--- config.mk ---
export PLATFORM = sky130hd
export DESIGN_NAME = ifu_fetch
export DESIGN_NICKNAME = d
export VERILOG_FILES = /design/src/rtl/ifu_fetch_pkg.sv /design/src/rtl/ifu_fetch.sv
export SDC_FILE = /design/constraint.sdc
export NUM_CORES = 1
export LEC_CHECK = 0
export BUFFER_PORTS_ARGS = -buffer_cell sky130_fd_sc_hd__buf_2
export CAP_MARGIN = 40
export CORE_MARGIN = 4
export CORE_UTILIZATION = 52
export CTS_BUF_LIST = sky130_fd_sc_hd__clkbuf_4
export DETAILED_ROUTE_END_ITERATION = 10
export PLACE_DENSITY = 0.82
export SYNTH_ARGS = -nofsm -noshare
export SYNTH_HDL_FRONTEND = slang
export SYNTH_SLANG_ARGS = --single-unit
--- constraint.sdc ---
create_clock -name clk -period 2.7 [get_ports clk]
set_input_delay 0.54 -clock clk [delete_from_list [all_inputs] [get_ports clk]]
set_output_delay 0.54 -clock clk [all_outputs]
set_load 0.01 [all_outputs]
--- src/rtl/ifu_fetch_pkg.sv ---
// Shared types and constants for the instruction fetch stage.
package ifu_fetch_pkg;

  localparam int unsigned INST_W = 32;
  localparam logic [63:0] DEFAULT_RESET_PC = 64'h0000_0000_8000_0000;
  // Canonical addi x0,x0,0; reserved for bubble insertion once fetch is pipelined.
  localparam logic [INST_W-1:0] NOP = 32'h0000_0013;

  typedef enum logic [1:0] {
    StReq,
    StWait,
    StHold
  } fetch_state_e;

endpackage

--- src/rtl/ifu_fetch.sv ---
// Instruction fetch stage: one outstanding imem request, redirect handling with stale-response
// kill, and a valid/ready hand-off of instruction + PC to decode.
module ifu_fetch
  import ifu_fetch_pkg::*;
#(
  parameter int unsigned     XLEN     = 64,
  parameter logic [XLEN-1:0] RESET_PC = XLEN'(DEFAULT_RESET_PC)
) (
  input  logic              clk,
  input  logic              rst_n,
  output logic              imem_req_valid,
  input  logic              imem_req_ready,
  output logic [XLEN-1:0]   imem_req_addr,
  input  logic              imem_resp_valid,
  input  logic [INST_W-1:0] imem_resp_data,
  input  logic              imem_resp_err,
  input  logic              redirect_valid,
  input  logic [XLEN-1:0]   redirect_pc,
  output logic              inst_valid,
  input  logic              inst_ready,
  output logic [INST_W-1:0] inst,
  output logic [XLEN-1:0]   inst_pc,
  output logic              inst_fault
);

  fetch_state_e      state_q, state_d;
  logic [XLEN-1:0]   pc_q, pc_d;
  logic              kill_q, kill_d;
  logic [INST_W-1:0] inst_q, inst_d;
  logic [XLEN-1:0]   inst_pc_q, inst_pc_d;
  logic              fault_q, fault_d;
  logic              redirect_misaligned;

  assign redirect_misaligned = redirect_pc[1:0] != 2'b00;

  always_ff @(posedge clk or negedge rst_n) begin
    if (!rst_n) begin
      state_q   <= StReq;
      pc_q      <= RESET_PC;
      kill_q    <= 1'b0;
      inst_q    <= '0;
      inst_pc_q <= '0;
      fault_q   <= 1'b0;
    end else begin
      state_q   <= state_d;
      pc_q      <= pc_d;
      kill_q    <= kill_d;
      inst_q    <= inst_d;
      inst_pc_q <= inst_pc_d;
      fault_q   <= fault_d;
    end
  end

  always_comb begin
    state_d   = state_q;
    pc_d      = pc_q;
    kill_d    = kill_q;
    inst_d    = inst_q;
    inst_pc_d = inst_pc_q;
    fault_d   = fault_q;

    if (redirect_valid) begin
      pc_d = redirect_pc;
      if (redirect_misaligned) begin
        // Fault is delivered locally; memory is never asked for this address.
        state_d   = StHold;
        kill_d    = 1'b0;
        inst_d    = '0;
        inst_pc_d = redirect_pc;
        fault_d   = 1'b1;
      end else begin
        unique case (state_q)
          StReq: begin
            if (imem_req_ready) begin
              state_d = StWait;
              kill_d  = 1'b1;
            end
          end
          StWait: begin
            if (imem_resp_valid) begin
              state_d = StReq;
              kill_d  = 1'b0;
            end else begin
              kill_d = 1'b1;
            end
          end
          StHold:  state_d = StReq;
          default: state_d = StReq;
        endcase
      end
    end else begin
      unique case (state_q)
        StReq: begin
          if (imem_req_ready) state_d = StWait;
        end
        StWait: begin
          if (imem_resp_valid) begin
            if (kill_q) begin
              state_d = StReq;
              kill_d  = 1'b0;
            end else begin
              state_d   = StHold;
              inst_d    = imem_resp_err ? '0 : imem_resp_data;
              inst_pc_d = pc_q;
              fault_d   = imem_resp_err;
            end
          end
        end
        StHold: begin
          if (inst_ready) begin
            state_d = StReq;
            pc_d    = pc_q + XLEN'(4);
          end
        end
        default: state_d = StReq;
      endcase
    end
  end

  always_comb begin
    // Gate with rst_n: reset forces StReq, but no request may be presented while held in reset.
    imem_req_valid = (state_q == StReq) && rst_n;
    imem_req_addr  = pc_q;
    inst_valid     = state_q == StHold;
    inst           = inst_q;
    inst_pc        = inst_pc_q;
    inst_fault     = fault_q;
  end

endmodule

==> results.md <==
- Status: complete, but fails checks
- Violations in the final reports: negative hold slack
- WP depth: 6
- Worst R2R Start: imem_req_addr[51]
- Clock skew: 0.0150 ns
- Maximum buffer depth of the clock tree: 2
- Drt drc: 0
- H-tree levels: 4
- Vias: 7408
- #FFs+latches synth: 164
- Largest net degree at the start of global routing: 165
- Crit Path Category: register to register
- Hold Crit Class: primary input to async pin
- Inst Count DP: 1257
- CP bufs+invs: 0
- Crit-path slowest cell: or4_1
- Worst Max-Slew Pin Slew: 0.999 ns
- HPWL after DPL: 17700 um
- Final Hold Fails: 3
- Worst stage delay on the critical path: 0.50 ns
- Max-cap viol count: 0
- PD cells: 568 mW/mm2
- TritonCTS Buffers: 17
- Die H: 131 um
- CP endpoint: imem_req_addr[63]
- IO Pins: 266
- Unrepaired setup endpoints after global routing: no
- Initial Util: 53.6%
- Reg2Reg Depth: 6
- Post-CTS Resized: 0
- Critical-path maximum fanout: 6
- Setup ws final: 0.320 ns
- Post-Syn Instances: 830
- Antenna Violating Nets Remaining: 0
- Clk sinks: 164
- Final GP Congestion: 0.953
- FF-to-FF setup slack: 0.32 ns
- Crit share post-route: 88.1%
- First-pass GRT wire length: 36900 um
- Drt pass-1 iters: 6
- Chip Width: 131 um
- Avg Inst Size Synth: 9.46 um2
- Critical path arrival: 2.87 ns
- Critical Path Source Type: register
- Synthesized Nets: 934
- Share of post-route cells with drive strength above 1: 31.8%
- Clock Latency Late Sink: 0.58 ns
- Total wire length: 23900 um
- Synth Cell Area: 0.00785 mm2
- Slew headroom: 33.4%
- P&R area growth vs syn: 24.7%
- Fin util: 66.9%
- Design Area, Final: 0.00979 mm2
- Core ar.: 0.0146 mm2
- Die ar.: 0.0171 mm2
- Post-CTS Setup Bufs: 0
- Number of global-route vias before repair: 6882
- Post-synth EDFFs: 0
- Clock Pin Slew Worst Setup and Hold Paths: 0.14 ns
- Place WS: 0.281 ns
- P_leak: 4.64 nW
- Tot GR Track Use: 27.9%
- Iteration-0 DRC Markers: 680
- Hold_ws: -0.00591 ns
- Port buffer count: 265
- Grt total ovfl: 0
- Peak supply drop: 288 uV
- Register area share after synthesis: 52.3%
- Row Count: 44
- Netlist cell types: 61
- Drt wl/cell: 18.5 um
- Placed inst area: 0.00950 mm2
- Setup tns final: 0 ns
- Minimum clock period: 2.38 ns
- Hold_buf cts: 0
- Overall power: 5.56 mW
- Worst R2R End: imem_req_addr[63]
- Layout Nets: 1196
- Fmax: 420 MHz
- Async SR Flop Fraction: 100%
- Final std cells w/o fill: 1291
- Filler Cell Count: 1240
- CTS tree: built
- Vias per cell: 5.74
- Delay-heaviest family, CP: simple AND/OR/NAND/NOR gates
- Final Max Slew Viols: 0
- Final setup viols: 0
- Initial antenna violation count: 2
- Yosys warns: 0
- CP Data Required Time: 3.19 ns
- Root Buffer: clkbuf_4
- Crit end category: register
- Worst Setup SP: imem_req_addr[51]
- Ys flop type: dfrtp_1
- Worst path cell trace: nand3_1 -> or2_2 -> or4_1 -> nor4_1 -> nor3_1 -> a221oi_1
-- worst reg2reg max path, stage by stage (launching register included) --
cell and delay [ns]:
dfrtp_1 0.47, nand3_1 0.18, or2_2 0.37, or4_1 0.50
nor4_1 0.46, nor3_1 0.09, a221oi_1 0.23
-- Yosys cell counts (all sizes together) (2+ instances only) --
cell | count | share of area, %
o21a | 2 | 0.19
nor2b | 16 | 1.3
and3 | 13 | 1.1
o31ai | 6 | 0.57
nand2 | 132 | 6.3
inv | 13 | 0.62
mux2i | 21 | 2.7
buf | 9 | 0.51
xnor2 | 12 | 1.3
o211ai | 8 | 0.77
nor2 | 85 | 4.1
clkbuf | 39 | 1.9
a21oi | 21 | 1.3
or4 | 2 | 0.19
a211oi | 12 | 1.1
a21boi | 2 | 0.19
a221oi | 4 | 0.45
or2 | 6 | 0.48
xor2 | 4 | 0.45
a311oi | 6 | 0.67
a22oi | 2 | 0.19
mux2 | 10 | 1.5
nor3 | 28 | 1.8
a31oi | 24 | 1.9
and4 | 6 | 0.69
nand4 | 25 | 2.1
o21ai | 61 | 3.9
or3 | 3 | 0.24
nor4 | 9 | 1.2
nor3b | 2 | 0.19
dfrtp | 163 | 52
o22ai | 3 | 0.24
nand3 | 32 | 2.2
nand3b | 2 | 0.19
a22o | 32 | 3.6
-- per-layer routing --
metal,GRT usage [%],share of wire (%),up-vias,routed length [um]
met5,0,0,-,0
met4,11.5,3.2,0,770
met3,7.15,8.6,50,2040
met2,40.9,45,339,10900
met1,39.5,43,3502,10200
li1,-,-,3517,-
-- sequential cells by signal, summed over array words and instances (netlist names) --
signal / flops
state_q: 2
imem_req_addr: 64
kill_q: 1
inst: 32
inst_pc: 64
inst_fault: 1
-- worst min-delay path by stage --
stage / start / slack, ns / endpoint / cells past startpoint
final: rst_n / -0.006 / inst_pc[26] / 2
after global routing: imem_resp_data[3] / 0.12 / inst[3] / 2
after CTS: imem_resp_data[6] / 0.11 / inst[6] / 2
after detailed placement: inst_pc[62] / 0.46 / inst_pc[62] / 2
after global placement: inst_pc[36] / 0.45 / inst_pc[36] / 2
after floorplan: rst_n / 0.24 / imem_req_addr[0] / 0
-- cell usage in the layout (no fill, tap or decap), types with 16 or more instances in the layout --
cell        n
o21ai_0    59
nor3_1     26
a22o_1     32
nor2b_1    16
mux2i_1    21
a21oi_1    21
nand2_1   132
buf_4      23
nand3_1    31
nor2_1     85
buf_2     263
clkbuf_4   20
nand4_1    24
a31oi_1    24
dfrtp_1   163
-- power breakdown --
part,internal (mW),switching (mW)
registers,2.70,0.231
logic,0.468,0.663
clock network,0.655,0.843
-- logic make-up (layout without fill, tap and decap cells) --
family	after synthesis	after routing	share of synthesized area, %
multiplexers	31	31	4.16
flip-flops	164	164	52.3
XOR/XNOR	16	16	1.79
other	0	3	0
buffers and inverters	61	335	3.00
AO/OA/AOI/OAI	191	191	16.1
AND/OR/NAND/NOR	366	366	22.5
adder cells (fa/ha/maj)	1	1	0.159
-- cell type report --
class | instances | area [um2] | share of cell area, %
Tap cell | 184 | 230 | 2.35
Antenna cell | 3 | 7.51 | 0.0767
Clock inverter | 11 | 136 | 1.39
Clock buffer | 20 | 150 | 1.53
Timing Repair Buffer | 291 | 1580 | 16.1
Sequential cell | 164 | 4110 | 41.9
Inverter | 13 | 48.8 | 0.498
Multi-Input combinational cell | 605 | 3530 | 36.1
Note: power is estimated with default switching activity, not from simulation.
